## config.mk

```make
export PLATFORM = sky130hd
export DESIGN_NAME = event_pulse_stretcher
export DESIGN_NICKNAME = d
export VERILOG_FILES = /design/src/rtl/fifo_ui_pkg.sv /design/src/rtl/stretch_timer.sv /design/src/rtl/event_pulse_stretcher.sv
export SDC_FILE = /design/constraint.sdc
export NUM_CORES = 1
export LEC_CHECK = 0
export ABC_AREA = 1
export CORE_AREA = 2 2 96 98
export CTS_CLUSTER_DIAMETER = 100
export CTS_CLUSTER_SIZE = 24
export DETAILED_ROUTE_END_ITERATION = 16
export DIE_AREA = 0 0 98 100
export RECOVER_POWER = 50
export SLEW_MARGIN = 0
export SYNTH_ARGS = -nofsm -noshare
export SYNTH_HDL_FRONTEND = slang
export SYNTH_HIERARCHICAL = 1
export SYNTH_SLANG_ARGS = --single-unit
```

## constraint.sdc

```tcl
create_clock -name clk -period 2.7 [get_ports clk]
set_input_delay 0.54 -clock clk [delete_from_list [all_inputs] [get_ports clk]]
set_output_delay 0.54 -clock clk [all_outputs]
set_load 0.02 [all_outputs]
```

## src/rtl/fifo_ui_pkg.sv

```systemverilog
// Shared definitions for the board user-interface blocks (LED stretchers,
// debouncers): FSM state encodings, board clock rate and default blink/gap times.
package fifo_ui_pkg;

    typedef enum logic [1:0] {
        ST_IDLE = 2'd0,
        ST_ON   = 2'd1,
        ST_OFF  = 2'd2
    } ui_state_e;

    localparam int CLK_HZ               = 50_000_000;
    localparam int DEFAULT_BLINK_CYCLES = 2_500_000;   // 50 ms at CLK_HZ
    localparam int DEFAULT_GAP_CYCLES   = 2_500_000;   // 50 ms at CLK_HZ
    localparam int DEFAULT_CNT_WIDTH    = 22;
    localparam int DEFAULT_PEND_WIDTH   = 4;

    // Convert a duration in milliseconds to board clock cycles.
    function automatic int ms_to_cycles(input int ms);
        return (CLK_HZ / 1000) * ms;
    endfunction

endpackage

```

## src/rtl/stretch_timer.sv

```systemverilog
// Loadable down-counter shared by the board UI blocks. A load takes priority;
// otherwise the count decrements and parks at zero. zero_o flags count == 0.
module stretch_timer #(
    parameter int W = 22
) (
    input  logic         clk,
    input  logic         rst,
    input  logic         load_i,
    input  logic [W-1:0] value_i,
    output logic         zero_o
);

    localparam logic [W-1:0] CNT_ONE = W'(1);

    logic [W-1:0] cnt_q;

    // Count register: load on request, otherwise count down to zero and hold.
    always_ff @(posedge clk or posedge rst) begin
        if (rst) begin
            cnt_q <= '0;
        end else if (load_i) begin
            cnt_q <= value_i;
        end else if (cnt_q != '0) begin
            cnt_q <= cnt_q - CNT_ONE;
        end
    end

    assign zero_o = (cnt_q == '0);

endmodule

```

## src/rtl/event_pulse_stretcher.sv

```systemverilog
// Turns single-cycle event strobes into LED blinks of fixed on-time, each followed
// by a fixed dark gap. Events arriving mid-blink are queued in a saturating counter.
// Optional feature: define PULSE_STRETCH_OVF_EN to get a sticky overflow flag that
// records any event dropped because the queue was full; otherwise overflow is 0.
//
//   state | meaning
//   IDLE  | LED dark, nothing queued, waiting for an event
//   ON    | LED lit, timer counting the on-time
//   OFF   | LED dark, timer counting the mandatory gap before the next blink
module event_pulse_stretcher
    import fifo_ui_pkg::*;
#(
    parameter int ON_CYCLES  = DEFAULT_BLINK_CYCLES,
    parameter int OFF_CYCLES = DEFAULT_GAP_CYCLES,
    parameter int CNT_WIDTH  = DEFAULT_CNT_WIDTH,
    parameter int PEND_WIDTH = DEFAULT_PEND_WIDTH
) (
    input  logic                  clk,
    input  logic                  rst,
    input  logic                  event_pulse,
    output logic                  led_out,
    output logic                  busy,
    output logic [PEND_WIDTH-1:0] pending,
    output logic                  overflow
);

    localparam logic [CNT_WIDTH-1:0]  ON_LOAD  = CNT_WIDTH'(ON_CYCLES - 1);
    localparam logic [CNT_WIDTH-1:0]  OFF_LOAD = CNT_WIDTH'(OFF_CYCLES - 1);
    localparam logic [PEND_WIDTH-1:0] PEND_ONE = PEND_WIDTH'(1);
    localparam logic [PEND_WIDTH-1:0] PEND_MAX = '1;

    ui_state_e             state_q, state_d;
    logic [PEND_WIDTH-1:0] pend_q, pend_d;
    logic                  led_q, led_d;
    logic                  busy_q, busy_d;

    logic                  tmr_load;
    logic [CNT_WIDTH-1:0]  tmr_value;
    logic                  tmr_zero;

    logic                  have_event;
    logic                  take;
    logic                  take_pend;
    logic                  accept;
    logic                  drop;

    stretch_timer #(
        .W (CNT_WIDTH)
    ) u_timer (
        .clk     (clk),
        .rst     (rst),
        .load_i  (tmr_load),
        .value_i (tmr_value),
        .zero_o  (tmr_zero)
    );

    // State, queue and registered outputs.
    always_ff @(posedge clk or posedge rst) begin
        if (rst) begin
            state_q <= ST_IDLE;
            pend_q  <= '0;
            led_q   <= 1'b0;
            busy_q  <= 1'b0;
        end else begin
            state_q <= state_d;
            pend_q  <= pend_d;
            led_q   <= led_d;
            busy_q  <= busy_d;
        end
    end

    // Next state and timer reload; a "take" starts a blink and consumes one event.
    always_comb begin
        have_event = (pend_q != '0) || event_pulse;
        state_d    = state_q;
        take       = 1'b0;
        tmr_load   = 1'b0;
        tmr_value  = ON_LOAD;
        case (state_q)
            ST_IDLE: begin
                if (have_event) begin
                    state_d  = ST_ON;
                    take     = 1'b1;
                    tmr_load = 1'b1;
                end
            end
            ST_ON: begin
                if (tmr_zero) begin
                    state_d   = ST_OFF;
                    tmr_load  = 1'b1;
                    tmr_value = OFF_LOAD;
                end
            end
            ST_OFF: begin
                if (tmr_zero) begin
                    if (have_event) begin
                        state_d  = ST_ON;
                        take     = 1'b1;
                        tmr_load = 1'b1;
                    end else begin
                        state_d  = ST_IDLE;
                    end
                end
            end
            default: state_d = ST_IDLE;
        endcase
    end

    // Pending queue: queued events are consumed before a same-cycle strobe, and a
    // strobe that finds the queue full with nothing leaving is dropped.
    always_comb begin
        take_pend = take && (pend_q != '0);
        accept    = event_pulse && !(take && (pend_q == '0));
        drop      = accept && !take_pend && (pend_q == PEND_MAX);
        pend_d    = pend_q;
        if (take_pend && !accept) begin
            pend_d = pend_q - PEND_ONE;
        end else if (accept && !take_pend && !drop) begin
            pend_d = pend_q + PEND_ONE;
        end
    end

    // Registered outputs follow the upcoming state.
    always_comb begin
        led_d  = (state_d == ST_ON);
        busy_d = (state_d != ST_IDLE);
    end

    assign led_out = led_q;
    assign busy    = busy_q;
    assign pending = pend_q;

`ifdef PULSE_STRETCH_OVF_EN
    logic ovf_q;

    // Sticky record of any dropped event; only reset clears it.
    always_ff @(posedge clk or posedge rst) begin
        if (rst) begin
            ovf_q <= 1'b0;
        end else if (drop) begin
            ovf_q <= 1'b1;
        end
    end

    assign overflow = ovf_q;
`else
    assign overflow = 1'b0;
`endif

endmodule

```

[Word level (Yosys, flattened, before mapping)]
Cells that the tools add are included.
Storage, ports and cells
  bits in registers: 30
  output and inout bits: 7
  logic and storage cells: 46
Cells by class
  add/sub/neg operators: 3
  eq/ne operators: 4
  mux-type cells: 14
  reductions and logical operators: 20
Operators with widths (count)
  22-bit two-way mux: 2
  22-bit zero test: 1
  22-bit nonzero test: 1
  22-bit by 1-bit subtractor with 22-bit output (second input constant): 1
  4-bit two-way mux: 2
  1-bit logical AND: 7
  2-bit two-way mux: 3
  2-bit case mux with 3 select lines: 1
  2-bit nonzero test: 3
  4-bit by 1-bit adder with 4-bit output (second input constant): 1
  2-bit by 1-bit equality test with 1-bit output (second input constant): 2
  4-bit equality test (second input constant): 1
  1-bit zero test: 4
  4-bit zero test: 1
  1-bit two-way mux: 4
  4-bit nonzero test: 1
  4-bit by 1-bit subtractor with 4-bit output (second input constant): 1
  1-bit case mux with 3 select lines: 1
  2-bit equality test (second input constant): 1
  2-bit zero test: 1
  1-bit case mux with 2 select lines: 1
  1-bit logical OR: 1

[Depth between registers and ports, before layout]
Gate-level depths: netlist of run 1.
  word-level depth: 14
  gate-level depth with buffers: 20
  gate-level depth less buffers: 20

[By module]
Netlist of run 1, hierarchy kept.
Modules (own cells, without submodules)
  stretch_timer: instances 1, cells an instance 235, area each 1617.8 um^2, seq. area each 550.5 um^2
  event_pulse_stretcher: instances 1, cells an instance 70, area each 531.8 um^2, seq. area each 200.2 um^2

[Worst setup path after synthesis of run 1]
No wires, ideal clock.
  path kind: register to register
  start: register u_timer.cnt_q[0]
  end: register pend_q[3], in the netlist pending[3]
  arrival time: 2.312 ns
  data required time: 2.583 ns
  path slack: 0.271 ns
  stages on the path, launching flop included: 20
  buffers on the path: 0
  clock period less this slack: 2.429 ns
  path through: dfrtp_1 > inv_1 > ha_1 > nand2_2 > inv_2 > nand4_1 > nor4_1 > inv_2 > nand2_4 > nand2_4 > nor2_4 > nand2_2 > inv_1 > ha_1 > nand2_1 > nand2_1 > nor2_1 > nand3_1 > nand3_1 > nand2_1
On the way
  longest elaborated chain between the ends: 11
Ends and longest elaborated chain
  from (decl): RTL line stretch_timer.sv:15  | logic [W-1:0] cnt_q;
  from (signal assigned): RTL line stretch_timer.sv:22  | cnt_q <= value_i;
  from (signal assigned): RTL line stretch_timer.sv:24  | cnt_q <= cnt_q - CNT_ONE;
  22-bit zero test *: RTL line stretch_timer.sv:28  | assign zero_o = (cnt_q == '0);
  named net tmr_zero: RTL line event_pulse_stretcher.sv:39  | logic tmr_zero;
  1-bit two-way mux *: RTL line event_pulse_stretcher.sv:95  | if (tmr_zero) begin
  1-bit case mux with 2 select lines *: RTL line event_pulse_stretcher.sv:79  | case (state_q)
  1-bit logical AND: RTL line event_pulse_stretcher.sv:113  | accept = event_pulse && !(take && (pend_q == '0));
  1-bit zero test: RTL line event_pulse_stretcher.sv:113
  1-bit logical AND: RTL line event_pulse_stretcher.sv:113
  1-bit logical AND: RTL line event_pulse_stretcher.sv:114, event_pulse_stretcher.sv:118
  1-bit logical AND: RTL line event_pulse_stretcher.sv:114  | drop = accept && !take_pend && (pend_q == PEND_MAX);
  1-bit zero test: RTL line event_pulse_stretcher.sv:118  | end else if (accept && !take_pend && !drop) begin
  1-bit logical AND: RTL line event_pulse_stretcher.sv:118
  2-bit nonzero test (no source line)
  to (signal assigned): RTL line event_pulse_stretcher.sv:66  | pend_q <= pend_d;
  to (decl): RTL line event_pulse_stretcher.sv:33  | logic [PEND_WIDTH-1:0] pend_q, pend_d;
Mark *: on every way through the listed nets, which the timed path passes. The rest lies on a longest branch.
A chain may end at the register's enable or synchronous reset.

[Final worst setup path of run 1]
Ends and elaborated chain as after synthesis.

==> summary.md, run 1 <==
| Metric | Value |
|---|---|
| Status | `finished, final reports clean` |
| Post-DR wirelength/cell | `10.3 um` |
| Clock Skew | `0.00750 ns` |
| FF+latch count, synth | `30` |
| Power Total | `1700 uW` |
| Placed insts | `445` |
| Post-DP HPWL | `3540 um` |
| Largest area contributor in the netlist | `dfrtp_1` |
| DR vias/cell | `4.19` |
| Hold Vio Cnt, Final | `0` |
| Psw | `688 uW` |
| PnR worst setup slack | `0.189 ns` |
| Ant diodes | `0` |
| Layout Cells excl Fill | `454` |
| GR Util met1 | `0.135` |
| Vias | `1901` |
| Area share of the largest cell type after synthesis | `0.349` |
| Sequential area share after synthesis | `0.349` |
| Worst R2R Start | `u_timer/cnt_q[0]$_DFFE_PP0P_` |
| PwrDens | `658 mW/mm2` |
| Synth Cell Area | `0.00215 mm2` |
| Post-synthesis cell type count | `31` |
| Clock Path Buffers | `2` |
| Net Sw Frac | `0.404` |
| Max VDD drop | `0.000419 V` |
| Largest net degree at the start of global routing | `23` |
| Post-route antenna net violation count | `0` |
| Final period util | `0.930` |
| Max transition margin | `0.143` |
| Hold Crit Endpoint | `u_timer/cnt_q[1]$_DFFE_PP0P_` |
| Share of total power in the clock network | `0.224` |
| Startpoint types | `flop` |
| Root buffer selected by CTS | `clkbuf_8` |
| FF-to-FF End | `pending[3]$_DFFE_PP0P_` |
| Crit end category | `flop` |
| Share of layout cells above drive strength 1 | `0.190` |
| Crit path kind | `reg -> reg` |
| FF-to-FF setup slack | `0.19 ns` |
| Placed cell areas | `0.00246 mm2` |
| GP Congestion | `0.888` |
| Worst R2R Path Depth | `19` |
| Fmax | `398 MHz` |
| Iter 0 DRT Violations | `66` |
| Die width | `98 um` |
| Min-Delay Path Class | `reg -> reg` |
| Place WS | `0.0678 ns` |
| Initial antenna violation count | `0` |
| Grt total ovfl | `0` |
| Slew @ Worst Pin | `1.29 ns` |
| Htree depth | `2` |
| Synthesized area per cell | `7.05 um2` |
| Drt drc | `0` |
| Worst Path Arrival | `2.69 ns` |
| Vias in the first global route | `1926` |
| Worst-path clk slew | `0.07 ns` |
| Yosys warning total | `6` |
| IO buf count | `8` |
| Critical Path RT | `2.88 ns` |
| Max_cap viols | `0` |
| Nets | `349` |
| Initial Utilization | `0.242` |
| CTS tree | `yes` |
| Fin util | `0.291` |
| DIE HEIGHT | `100 um` |
| Pins over their slew limit | `0` |
| FILL cells | `949` |
| Detailed Routing Iterations Pass 1 | `4` |
| P_int | `1010 uW` |
| Worst Hold Launch | `u_timer/cnt_q[1]$_DFFE_PP0P_` |
| I/O Pins | `10` |
| Clk Latency, worst-skew pair | `0.28 ns` |
| Fraction of power consumed by sequential logic | `0.416` |
| Grt met3 use | `0.0230` |
| Worst Path Max Fanout | `5` |
| Overall Global Routing Usage | `0.103` |
| P&R area growth vs syn | `20.4%` |
| Leakage Power | `0.00125 uW` |
| GR Layer Usage met2 | `0.174` |
| Routed WL | `4670 um` |
| CTS sink count | `30` |
| Register area | `751 um2` |
| Cell Rows | `35` |
| Gr busiest metal | `met2` |
| CTS buffer count | `5` |
| Worst Hold Depth | `2` |
| Die area | `0.00980 mm2` |
| Area of the multi-input gates | `0.00134 mm2` |
| Final Cell Area | `0.00259 mm2` |
| First-pass GRT wire length | `8360 um` |
| Mapped Cells | `305` |
| Final Critical Period | `2.51 ns` |
| Synth top area cells | `dfrtp_1 35%, nand2_1 18%, inv_1 5.4%` |
| Combinational share of power | `0.360` |
| Setup-failing EPs final | `0` |
| Core Region | `0.00889 mm2` |
| CTS Hold Bufs | `0` |
sequential cells by signal (all words and copies together) (netlist names):
name / cells
u_timer/cnt_q: 22
pending: 4
state_q: 2
busy: 1
led_out: 1
timing repair:
item,4_1_cts,5_1_grt
resized for setup,0,8
setup endpoints to repair,0,2
hold endpoints to repair,0,0
buffers inserted,0,1
worst max-delay path by stage:
stage	end	start	slack, ns
after floorplan	pending[3]$_DFFE_PP0P_	u_timer/cnt_q[0]$_DFFE_PP0P_	0.27
after CTS	pending[3]$_DFFE_PP0P_	u_timer/cnt_q[0]$_DFFE_PP0P_	0.05
after global placement	pending[3]$_DFFE_PP0P_	u_timer/cnt_q[0]$_DFFE_PP0P_	0.18
final	pending[3]$_DFFE_PP0P_	u_timer/cnt_q[0]$_DFFE_PP0P_	0.19
after detailed placement	pending[3]$_DFFE_PP0P_	u_timer/cnt_q[0]$_DFFE_PP0P_	0.07
after global routing	pending[3]$_DFFE_PP0P_	u_timer/cnt_q[0]$_DFFE_PP0P_	-0.004
cell type report:
type,instances,area share
well taps,111,0.0537
inverters,39,0.0575
repair buffers,13,0.0440
multi-input cells,253,0.518
flip-flops and latches,30,0.290
clock buffers,6,0.0319
clock inverters,2,0.00484
per-stage QoR:
step / hold slack (ns) / setup TNS, ns
after floorplan: 0.356 / 0
after global placement: 0.542 / 0
after detailed placement: 0.551 / 0
after CTS: 0.540 / 0
after global routing: 0.602 / -0.00427
final: 0.560 / 0
Yosys cell counts:
library cell	number
inv_2	7
a21oi_1	5
nor2_1	26
or2_2	3
conb_1	2
xnor2_1	5
nor2_4	7
buf_4	1
xor2_1	3
nand3b_1	1
buf_2	1
o21ai_0	8
nand3_2	3
ha_1	3
dfrtp_1	30
inv_4	1
clkbuf_1	2
fa_1	1
o21ai_1	4
o21bai_1	2
nand4_4	1
nor2_8	1
nand2_1	101
nand2_2	7
nor2_2	13
nor4_1	1
nand2_4	4
nand3_1	23
inv_1	31
or2_0	1
nand4_1	7
critical path, stage by stage (launching register included):
cell and delay, ns:
dfrtp_1 0.39, inv_2 0.08, ha_2 0.20, nand2_4 0.07
inv_2 0.07, nand4_1 0.10, nor4_2 0.29, inv_2 0.10
nand2_4 0.09, nand2_4 0.07, nor2_4 0.11, nand2_4 0.09
inv_2 0.08, ha_1 0.24, nand3_1 0.09, nand3_1 0.07
nand3_1 0.11, nand2_1 0.06, nand2_1 0.05, nand2_1 0.04
power groups by stage:
stage / Clock (uW) / Sequential [uW] / Combinational [uW]
finish: 381 / 708 / 613
CTS: 398 / 703 / 596
floorplan: 0 / 703 / 428
detailed placement: 0 / 711 / 593
global placement: 0 / 705 / 580
global route: 414 / 726 / 704
layer usage:
layer / vias to the layer above / share of wire
met5: - / 0
met4: 0 / 0.0077
met3: 5 / 0.027
met2: 18 / 0.47
met1: 881 / 0.50
li1: 997 / -
cells in the final DEF, fill, tap and decap left out, types with 4 or more instances in the layout:
master           instances
o21ai_0                  8
clkdlybuf4s50_1          5
dfrtp_1                 30
nand4_1                  7
nand2_1                101
inv_1                   28
conb_1                  23
inv_2                   10
buf_4                    4
clkbuf_8                 6
nor2_2                  13
o21ai_1                  4
xnor2_1                  5
a21oi_1                  5
nand2_2                  5
nor2_4                   7
nand2_4                  6
nor2_1                  26
nand3_1                 23
logic make-up after synthesis:
kind of cell / Yosys count / share of synthesized area
other: 2 / 0.00349
DFF: 30 / 0.349
AOI/OAI and AO/OA: 19 / 0.0466
adders and majority gates: 4 / 0.0268
xor gates and xnor gates: 8 / 0.0326
buffers and inverters: 43 / 0.0786
and+or+nand+nor: 199 / 0.463
Power figures use the tool's default switching activity.
==> inputs of run 2 (changes only) <==
Settings changed: CAP_MARGIN set to 25.
==> results of run 2 <==
No change in the layout: final DEF, timing and power equal those of run 1.
